$ cat src/rtl/param_updown_counter.sv
`default_nettype none
// ============================================================================
// Module   : param_updown_counter
// Purpose  : Parametrised up/down counter with a programmable modulus
//            (0..MAX_VAL), synchronous load with clamping, and a selectable
//            wrap or saturate boundary mode. It also produces a terminal-count
//            flag, one-cycle overflow/underflow pulses and a sticky error flag.
//            Optional enable prescaler when UDC_PRESCALE_EN is defined.
// Ports    : clk        - clock, rising edge
//            rst        - asynchronous active-high reset
//            en         - count enable
//            up_down    - 1 = increment, 0 = decrement
//            mode       - 0 = wrap, 1 = saturate at the boundary
//            load       - synchronous load strobe (has priority over counting)
//            load_val   - load value, clamped to MAX_VAL
//            clr_flags  - clears sticky_err (an ovf/unf event on the same
//                         edge wins)
//            count      - registered count
//            tc         - terminal count, combinational from count/up_down
//            ovf, unf   - registered one-cycle boundary pulses
//            sticky_err - set by any ovf/unf event
// Macro    : UDC_PRESCALE_EN - when defined, a step happens only every
//            PRESCALE enabled cycles
// Revision : 1.0 - initial release
// ============================================================================
module param_updown_counter #(
    parameter int WIDTH    = 8,
    parameter int MAX_VAL  = 2**WIDTH - 1,
    parameter int PRESCALE = 4
) (
    input  logic             clk,
    input  logic             rst,
    input  logic             en,
    input  logic             up_down,
    input  logic             mode,
    input  logic             load,
    input  logic [WIDTH-1:0] load_val,
    input  logic             clr_flags,
    output logic [WIDTH-1:0] count,
    output logic             tc,
    output logic             ovf,
    output logic             unf,
    output logic             sticky_err
);

    localparam logic [WIDTH-1:0] c_max_val = WIDTH'(MAX_VAL);
    localparam logic [WIDTH-1:0] c_zero    = '0;
    localparam logic [WIDTH-1:0] c_one     = {{(WIDTH-1){1'b0}}, 1'b1};

    logic [WIDTH-1:0] r_count;
    logic             r_ovf;
    logic             r_unf;
    logic             r_sticky;

    logic             w_at_max;
    logic             w_at_zero;
    logic             w_presc_tc;
    logic             w_step;
    logic             w_ovf_evt;
    logic             w_unf_evt;
    logic [WIDTH-1:0] w_load_clamped;

    assign w_at_max  = (r_count == c_max_val);
    assign w_at_zero = (r_count == c_zero);

`ifdef UDC_PRESCALE_EN
    // Prescaler runs 0..PRESCALE-1 on enabled, non-load cycles; the step
    // fires on the cycle it sits at PRESCALE-1.
    localparam int c_presc_w = (PRESCALE > 1) ? $clog2(PRESCALE) : 1;
    localparam logic [c_presc_w-1:0] c_presc_last = c_presc_w'(PRESCALE - 1);
    localparam logic [c_presc_w-1:0] c_presc_one  = c_presc_w'(1);

    logic [c_presc_w-1:0] r_presc;

    assign w_presc_tc = (r_presc == c_presc_last);

    always_ff @(posedge clk or posedge rst) begin
        if (rst) begin
            r_presc <= '0;
        end else if (load) begin
            r_presc <= '0;
        end else if (en) begin
            r_presc <= w_presc_tc ? '0 : (r_presc + c_presc_one);
        end
    end
`else
    // No prescaler: every enabled cycle is a step. Any legal PRESCALE (>=1)
    // makes this constant 1.
    assign w_presc_tc = (PRESCALE >= 1);
`endif

    assign w_step    = en & ~load & w_presc_tc;
    assign w_ovf_evt = w_step &  up_down & w_at_max;
    assign w_unf_evt = w_step & ~up_down & w_at_zero;

    assign w_load_clamped = (load_val > c_max_val) ? c_max_val : load_val;

    always_ff @(posedge clk or posedge rst) begin
        if (rst) begin
            r_count <= '0;
            r_ovf   <= 1'b0;
            r_unf   <= 1'b0;
        end else begin
            r_ovf <= w_ovf_evt;
            r_unf <= w_unf_evt;
            if (load) begin
                r_count <= w_load_clamped;
            end else if (w_step) begin
                if (up_down) begin
                    if (w_at_max) begin
                        r_count <= mode ? c_max_val : c_zero;
                    end else begin
                        r_count <= r_count + c_one;
                    end
                end else begin
                    if (w_at_zero) begin
                        r_count <= mode ? c_zero : c_max_val;
                    end else begin
                        r_count <= r_count - c_one;
                    end
                end
            end
        end
    end

    // A boundary event on the same edge as clr_flags keeps the flag set.
    always_ff @(posedge clk or posedge rst) begin
        if (rst) begin
            r_sticky <= 1'b0;
        end else if (w_ovf_evt | w_unf_evt) begin
            r_sticky <= 1'b1;
        end else if (clr_flags) begin
            r_sticky <= 1'b0;
        end
    end

    assign count      = r_count;
    assign ovf        = r_ovf;
    assign unf        = r_unf;
    assign sticky_err = r_sticky;
    assign tc         = up_down ? w_at_max : w_at_zero;

endmodule
`default_nettype wire

$ cat config.mk
export PLATFORM = sky130hd
export DESIGN_NAME = param_updown_counter
export DESIGN_NICKNAME = d
export VERILOG_FILES = /design/src/rtl/param_updown_counter.sv
export SDC_FILE = /design/constraint.sdc
export NUM_CORES = 1
export LEC_CHECK = 0
export ABC_AREA = 1
export BUFFER_PORTS_ARGS = -buffer_cell sky130_fd_sc_hd__buf_2
export CAP_MARGIN = 10
export CORE_MARGIN = 4
export CORE_UTILIZATION = 54
export CTS_BUF_LIST = sky130_fd_sc_hd__clkbuf_2 sky130_fd_sc_hd__clkbuf_4 sky130_fd_sc_hd__clkbuf_8
export DETAILED_ROUTE_END_ITERATION = 6
export PLACE_DENSITY_LB_ADDON = 0.2
export SYNTH_ARGS = -nofsm -noshare
export SYNTH_HDL_FRONTEND = slang
export SYNTH_SLANG_ARGS = --single-unit
$ cat constraint.sdc
create_clock -name clk -period 1.8 [get_ports clk]
set_input_delay 0 -clock clk [delete_from_list [all_inputs] [get_ports clk]]
set_output_delay 0 -clock clk [all_outputs]
set_load 0.01 [all_outputs]
==> results of run 1 <==
[placed cells by master, fill, tap and decap left out, types with 2 or more instances in the layout]
master	count
sky130_fd_sc_hd__inv_2	4
sky130_fd_sc_hd__nand3_1	20
sky130_fd_sc_hd__buf_2	26
sky130_fd_sc_hd__nor2_2	2
sky130_fd_sc_hd__inv_1	18
sky130_fd_sc_hd__a22oi_1	8
sky130_fd_sc_hd__nor2_1	14
sky130_fd_sc_hd__nor2_4	2
sky130_fd_sc_hd__ha_1	3
sky130_fd_sc_hd__xor2_1	2
sky130_fd_sc_hd__nand2_1	49
sky130_fd_sc_hd__dfrtp_2	2
sky130_fd_sc_hd__nand4_1	3
sky130_fd_sc_hd__buf_4	3
sky130_fd_sc_hd__o21ai_0	8
sky130_fd_sc_hd__clkbuf_4	4
sky130_fd_sc_hd__dlygate4sd3_1	10
sky130_fd_sc_hd__dfrtp_1	9
[per-layer routing]
metal / track usage [%] / wire length [um] / part of all wire, % / vias up
met2: 44.8 / 1540 / 52 / 56
met5: 0 / 0 / 0 / -
met4: 3.59 / 29 / 0.99 / 0
li1: - / - / - / 574
met3: 5.54 / 197 / 6.7 / 7
met1: 30.7 / 1170 / 40 / 553
[registers in the layout, indices dropped and copies added, names as in the netlist]
name	flops
count	8
ovf	1
sticky_err	1
unf	1
[through the flow]
stage | worst slack [ns] | utilization, % | power (mW)
detailed placement | 0.183 | 65.1 | 0.591
global placement | 0.274 | 65.1 | 0.583
floorplan | 0.325 | - | 0.508
finish | 0.0941 | 73.3 | 0.811
global route | -0.00118 | 73.3 | 0.869
CTS | 0.0322 | 72.7 | 0.803
[logic make-up (layout without fill, tap and decap cells)]
family          Yosys count  after routing  synth area share [%]
compound gates           20             20                  13.0
xor+xnor                  2              2                  1.77
fa+ha+maj                 3              3                  3.78
buf+inv                  26             65                  12.7
flops                    11             11                  27.7
simple gates             92             92                  41.0
[Yosys cell counts, drive strengths merged (2+ instances only)]
cell type	count	area share, %
o21ai	9	4.5
nand2	50	19
dfrtp	11	28
a22oi	8	6.1
buf	3	3.0
nor2	18	8.8
nand4	3	1.9
ha	3	3.8
inv	22	8.3
xor2	2	1.8
nand3	21	11
[area by class of cell]
type,instances,area (um2),share of cell area (%)
sequential,11,278,22.0
clock buffer,4,30.0,2.37
tap,25,31.3,2.47
timing repair buffer,39,253,20.0
multi-input combinational,117,591,46.7
inverter,22,82.6,6.53
[power breakdown]
group / total [mW] / switching (mW) / internal, mW
clock: 0.196 / 0.0952 / 0.101
sequential: 0.315 / 0.0460 / 0.269
combinational: 0.300 / 0.178 / 0.122
total: 0.811 / 0.319 / 0.492
[worst max-delay path: stages (launching register included)]
cell and delay (ns):
sky130_fd_sc_hd__dfrtp_2 0.44, sky130_fd_sc_hd__ha_1 0.19, sky130_fd_sc_hd__nand2_1 0.12, sky130_fd_sc_hd__nor2_4 0.14, sky130_fd_sc_hd__nand2_1 0.15, sky130_fd_sc_hd__inv_2 0.11, sky130_fd_sc_hd__nand2_1 0.05, sky130_fd_sc_hd__o21ai_0 0.06
sky130_fd_sc_hd__buf_2 0.15
[worst max-delay path by stage]
stage / from / cells past startpoint / end / slack, ns
floorplan: count[0]$_DFFE_PP0P_ / 8 / count[1]$_DFFE_PP0P_ / 0.32
global placement: count[0]$_DFFE_PP0P_ / 8 / count[1]$_DFFE_PP0P_ / 0.27
detailed placement: count[0]$_DFFE_PP0P_ / 8 / count[2]$_DFFE_PP0P_ / 0.18
CTS: count[1]$_DFFE_PP0P_ / 8 / tc / 0.03
global route: count[1]$_DFFE_PP0P_ / 8 / tc / -0.001
finish: count[1]$_DFFE_PP0P_ / 8 / tc / 0.09
[timing repair]
item,CTS,global route
hold buffers,10,0
hold endpoints to repair,20,0
buffers inserted,0,1
resized for setup,0,3
setup endpoints to repair,0,1
==> results by group, run 1 <==
Run status
  – Result of the run: finished clean

Critical path
  – WP data arrival: 1.71 ns
  – Cell count of the worst reg-to-reg path: 8
  – Req. time, crit path: 1.80 ns
  – Worst Path Class, Setup: reg2out
  – Source of the worst register-to-register timing path: count[0]$_DFFE_PP0P_
  – Element type at the critical path end: output port
  – Largest fanout on the critical path: 7
  – Worst setup SP type: register
  – Endpoint of the most critical register-to-register path: count[3]$_DFFE_PP0P_
  – R2R setup slack: 0.23 ns

Timing
  – Final Slew Violations: 0
  – Worst rel slew slack: 64.1%
  – Sum of negative setup slack: 0 ns
  – Final setup skew: 0.00624 ns
  – Fin crit period: 1.71 ns
  – Final critical-path share of the clock period: 94.8%
  – Hold Fails Final Rpt: 0
  – Transition time at the pin with the least slew margin: 0.536 ns
  – Final Hold Slack: 0.0829 ns
  – Peak clock frequency supported by timing: 586 MHz
  – Total setup violations reported at the end of the flow: 0

Logic synthesis
  – Post-synthesis average cell area: 6.44 um2
  – EDFF count, synth: 0
  – Cell area after synthesis: 992 um2
  – Post-synthesis instance total: 154
  – Netlist cell types: 22
  – Most used DFF post-synth: sky130_fd_sc_hd__dfrtp_1
  – Count of synthesis-stage warnings from yosys: 0
  – Number of flip-flops and latches in the synthesized netlist: 11
  – Sequential fraction of the synthesis area: 27.7%
  – Post-synthesis net count: 172
  – Fraction of registers with async set or reset after synthesis: 100%

Run
  – Max-cap violations: 0

Power
  – Leakage Power: 0.699 nW
  – Max VDD drop: 0.000602 V
  – Areal power density over the cells: 641 nW/um2

Detailed routing
  – Initial DRT Pass Iterations: 4
  – Post-DR vias/cell: 5.46
  – Detailed-route via count: 1190
  – WL/cell: 13.4 um
  – Initial detailed-routing violation count: 71
  – Final wirelength: 2930 um
  – Number of remaining DRC errors: 0
  – Post-DRT Antenna Nets: 0

Floorplan
  – Top Ports: 27
  – Effective utilization at floorplan: 57.5%
  – Width of the chip: 50.9 um
  – Site row count: 15
  – Overall die height: 50.9 um
  – Core Box Area: 1730 um2
  – Total Die Area: 2590 um2

Min path
  – Min-Delay Path Depth: 3
  – End of the worst hold path: ovf$_DFF_PP0_
  – Start point of the worst min-delay path: up_down
  – Kind of path behind the tightest hold check: in2reg

Finish
  – Number of filler cells placed in the layout: 162
  – Number of antenna diodes: 0
  – Final-stage net count: 212
  – Final non-filler cell total: 218
  – Layout-stage area growth over the synthesis result: 27.5%
  – Final non-filler cell area: 1260 um2
  – Fraction of layout instances using a drive strength above 1: 23.8%

Place
  – Placed insts: 203
  – GP Congestion: 0.969
  – Cell area after placement: 1120 um2
  – Count of buffers from port buffering: 26
  – Post-detail-place hpwl: 2170 um

Global routing
  – GR Util All Layers: 24.8%
  – Antenna violations before repair: 0
  – Total gr overflow: 0
  – Wire length of the first global-routing pass: 4890 um
  – Pin count of the biggest net entering global routing: 12
  – Vias in the first global route: 1063

Clocking
  – Sinks on Clock Net: 11
  – TritonCTS clock tree: built
  – Clk Latency, worst-skew pair: 0.28 ns
  – CTS H-tree depth: 1
  – Number of buffers created by CTS: 3
  – Root buffer cell: sky130_fd_sc_hd__clkbuf_4
  – Clock-pin slew on the worst setup and hold paths: 0.08 ns
  – Maximum root-to-sink buffer count: 2
Power figures use the tool's default switching activity.
==> run 2: changes to the inputs <==
--- a/config.mk
+++ b/config.mk
@@ -13,6 +13,7 @@
 export CTS_BUF_LIST = sky130_fd_sc_hd__clkbuf_2 sky130_fd_sc_hd__clkbuf_4 sky130_fd_sc_hd__clkbuf_8
 export DETAILED_ROUTE_END_ITERATION = 6
 export PLACE_DENSITY_LB_ADDON = 0.2
+export REMOVE_ABC_BUFFERS = 1
 export SYNTH_ARGS = -nofsm -noshare
 export SYNTH_HDL_FRONTEND = slang
 export SYNTH_SLANG_ARGS = --single-unit
==> results by group, run 2 (synthesis gave the netlist of run 1 again) <==
Global routing
  – Total gr overflow: 0 (unchanged)
  – Antenna violations before repair: 0 (unchanged)
  – GR Util All Layers: 26.0% (+1.2 points)
  – Wire length of the first global-routing pass: 4950 um (+1.4%)
  – Vias in the first global route: 1081 (+1.7%)
  – Pin count of the biggest net entering global routing: 12 (unchanged)

Finish
  – Most common cell after layout, fill and taps aside: sky130_fd_sc_hd__nand2_1
  – Layout-stage area growth over the synthesis result: 26.9%
  – Final non-filler cell total: 217 (-0.46%)
  – Flip-flop count of the largest register, all copies and words added: 8 (unchanged)
  – Final-stage net count: 211 (-0.47%)
  – Fraction of layout instances using a drive strength above 1: 23.4% (-0.40 points)
  – Commonest cells after routing, fill and taps aside: sky130_fd_sc_hd__nand2_1 (49), sky130_fd_sc_hd__buf_2 (26), sky130_fd_sc_hd__nand3_1 (20)
  – Number of antenna diodes: 0 (unchanged)

Detailed routing
  – Final wirelength: 3100 um (+5.9%)
  – Post-DR vias/cell: 5.58 (+2.2%)
  – Initial detailed-routing violation count: 59 (-17%)
  – Post-DRT Antenna Nets: 0 (unchanged)
  – Detailed-route via count: 1211 (+1.8%)
  – Number of remaining DRC errors: 0 (unchanged)
  – WL/cell: 14.3 um (+6.4%)
  – Initial DRT Pass Iterations: 5 (+1)

Clocking
  – CTS H-tree depth: 1 (unchanged)
  – Sinks on Clock Net: 11 (unchanged)
  – Maximum root-to-sink buffer count: 2 (unchanged)
  – Clock-pin slew on the worst setup and hold paths: 0.07 ns (about the same)
  – TritonCTS clock tree: built
  – Root buffer cell: sky130_fd_sc_hd__clkbuf_4
  – Number of buffers created by CTS: 3 (unchanged)
  – Clk Latency, worst-skew pair: 0.27 ns (about the same)

Power
  – Internal portion of total power: 0.489 mW (-0.66%)
  – Areal power density over the cells: 638 nW/um2 (-0.46%)
  – Share of total power in the clock network: 24.0% (-0.2 points)
  – Share of total power in combinational logic: 36.5% (-0.5 points)
  – Proportion of total power due to net switching: 39.2% (-0.18 points)
  – Total net switching power: 0.315 mW (-1.4%)
  – Max VDD drop: 0.000594 V (-1.4%)
  – Leakage Power: 0.695 nW (-0.50%)
  – Sequential fraction of design power: 39.5% (+0.7 points)

Run
  – Max-cap violations: 0 (unchanged)

Floorplan
  – Overall die height: 50.9 um (unchanged)
  – Width of the chip: 50.9 um (unchanged)
  – Total Die Area: 2590 um2 (unchanged)
  – Site row count: 15 (unchanged)
  – Core Box Area: 1730 um2 (unchanged)
  – Top Ports: 27 (unchanged)
  – Effective utilization at floorplan: 57.5% (unchanged)

Place
  – GP Congestion: 0.953 (-1.6%)
  – Placed insts: 202 (-0.49%)
  – Count of buffers from port buffering: 26 (unchanged)
  – Post-detail-place hpwl: 2110 um (-2.7%)

Timing
  – Hold Fails Final Rpt: 0 (unchanged)
  – Unrepaired setup endpoints after global routing: no
  – Total setup violations reported at the end of the flow: 0 (unchanged)
  – Final Hold Slack: 0.0567 ns (-0.0261 ns)
  – Final Slew Violations: 0 (unchanged)
  – Sum of negative setup slack: 0 ns (unchanged)
  – Fin crit period: 1.69 ns (-0.0198 ns)
  – Worst rel slew slack: 58.4% (-5.7 points)
  – Peak clock frequency supported by timing: 593 MHz (+1.2%)
  – Final setup skew: 0.00195 ns (-0.00429 ns)
  – Final critical-path share of the clock period: 93.7% (-1.1 points)
  – Transition time at the pin with the least slew margin: 0.622 ns (+0.0859 ns)

Min path
  – Kind of path behind the tightest hold check: in2reg
  – Min-Delay Path Depth: 3 (unchanged)

Critical path
  – Cell count of the worst reg-to-reg path: 8 (unchanged)
  – WP data arrival: 1.69 ns (-0.02 ns)
  – Req. time, crit path: 1.80 ns (about the same)
  – Worst setup SP type: register
  – Largest fanout on the critical path: 7 (unchanged)
  – Element type at the critical path end: output port
  – Worst Path Class, Setup: reg2out

Run status
  – Result of the run: finished clean
## run 2: power by group through the flow
stage | registers, mW | clock network, mW | logic [mW]
2_1_floorplan | 0.320 | 0 | 0.168
3_3_place_gp | 0.318 | 0 | 0.260
3_5_place_dp | 0.320 | 0 | 0.264
4_1_cts | 0.315 | 0.193 | 0.282
5_1_grt | 0.322 | 0.205 | 0.330
6_report | 0.318 | 0.193 | 0.293
## run 2: worst paths after layout
kind | from | slack, ns | to
max in group asynchronous | rst | 1.19 | count[0]$_DFFE_PP0P_
min | up_down | 0.06 | ovf$_DFF_PP0_
max reg2reg | count[0]$_DFFE_PP0P_ | 0.18 | count[1]$_DFFE_PP0P_
max | count[1]$_DFFE_PP0P_ | 0.11 | tc
min reg2reg | sticky_err$_DFFE_PP0P_ | 0.56 | sticky_err$_DFFE_PP0P_
min in group asynchronous | rst | 0.29 | count[5]$_DFFE_PP0P_
## run 2: worst max-delay path, cell delays in order (launching register included)
cell and delay (ns):
sky130_fd_sc_hd__dfrtp_2 0.43, sky130_fd_sc_hd__ha_1 0.19, sky130_fd_sc_hd__nand2_1 0.12, sky130_fd_sc_hd__nor2_4 0.13
sky130_fd_sc_hd__nand2_1 0.13, sky130_fd_sc_hd__inv_1 0.14, sky130_fd_sc_hd__nand2_1 0.06, sky130_fd_sc_hd__o21ai_0 0.06
sky130_fd_sc_hd__buf_2 0.15
## run 2: what timing repair did
action | in CTS | in global routing
endpoints found under the setup margin | 0 | 1
hold buffers | 10 | 0
hold endpoints to repair | 20 | 0
setup buffers | 0 | 1
gates resized for setup | 0 | 3
## run 2: cell type report
cell class / instances / area, um2
Clock buffer: 4 / 30.0
Fill cell: 152 / 468
Inverter: 22 / 82.6
Multi-Input combinational cell: 117 / 591
Sequential cell: 11 / 279
Tap cell: 25 / 31.3
Timing Repair Buffer: 38 / 245
## run 2: metal layers
layer | global-route usage, % | vias up | routed length [um]
li1 | - | 574 | -
met1 | 30.6 | 552 | 1140
met2 | 45.7 | 66 | 1560
met5 | 0 | - | 0
met4 | 13.0 | 0 | 144
met3 | 4.08 | 19 | 257
## run 2: through the flow
| stage | worst slack, ns | area (um2) | util, % | power (mW) |
|---|---|---|---|---|
| 2_1_floorplan | 0.324 | 948 | - | 0.488 |
| 3_3_place_gp | 0.273 | 1120 | 64.7 | 0.578 |
| 3_5_place_dp | 0.199 | 1120 | 64.7 | 0.584 |
| 4_1_cts | 0.0515 | 1250 | 72.2 | 0.791 |
| 5_1_grt | 0.00101 | 1260 | 72.9 | 0.857 |
| 6_report | 0.114 | 1260 | 72.9 | 0.804 |
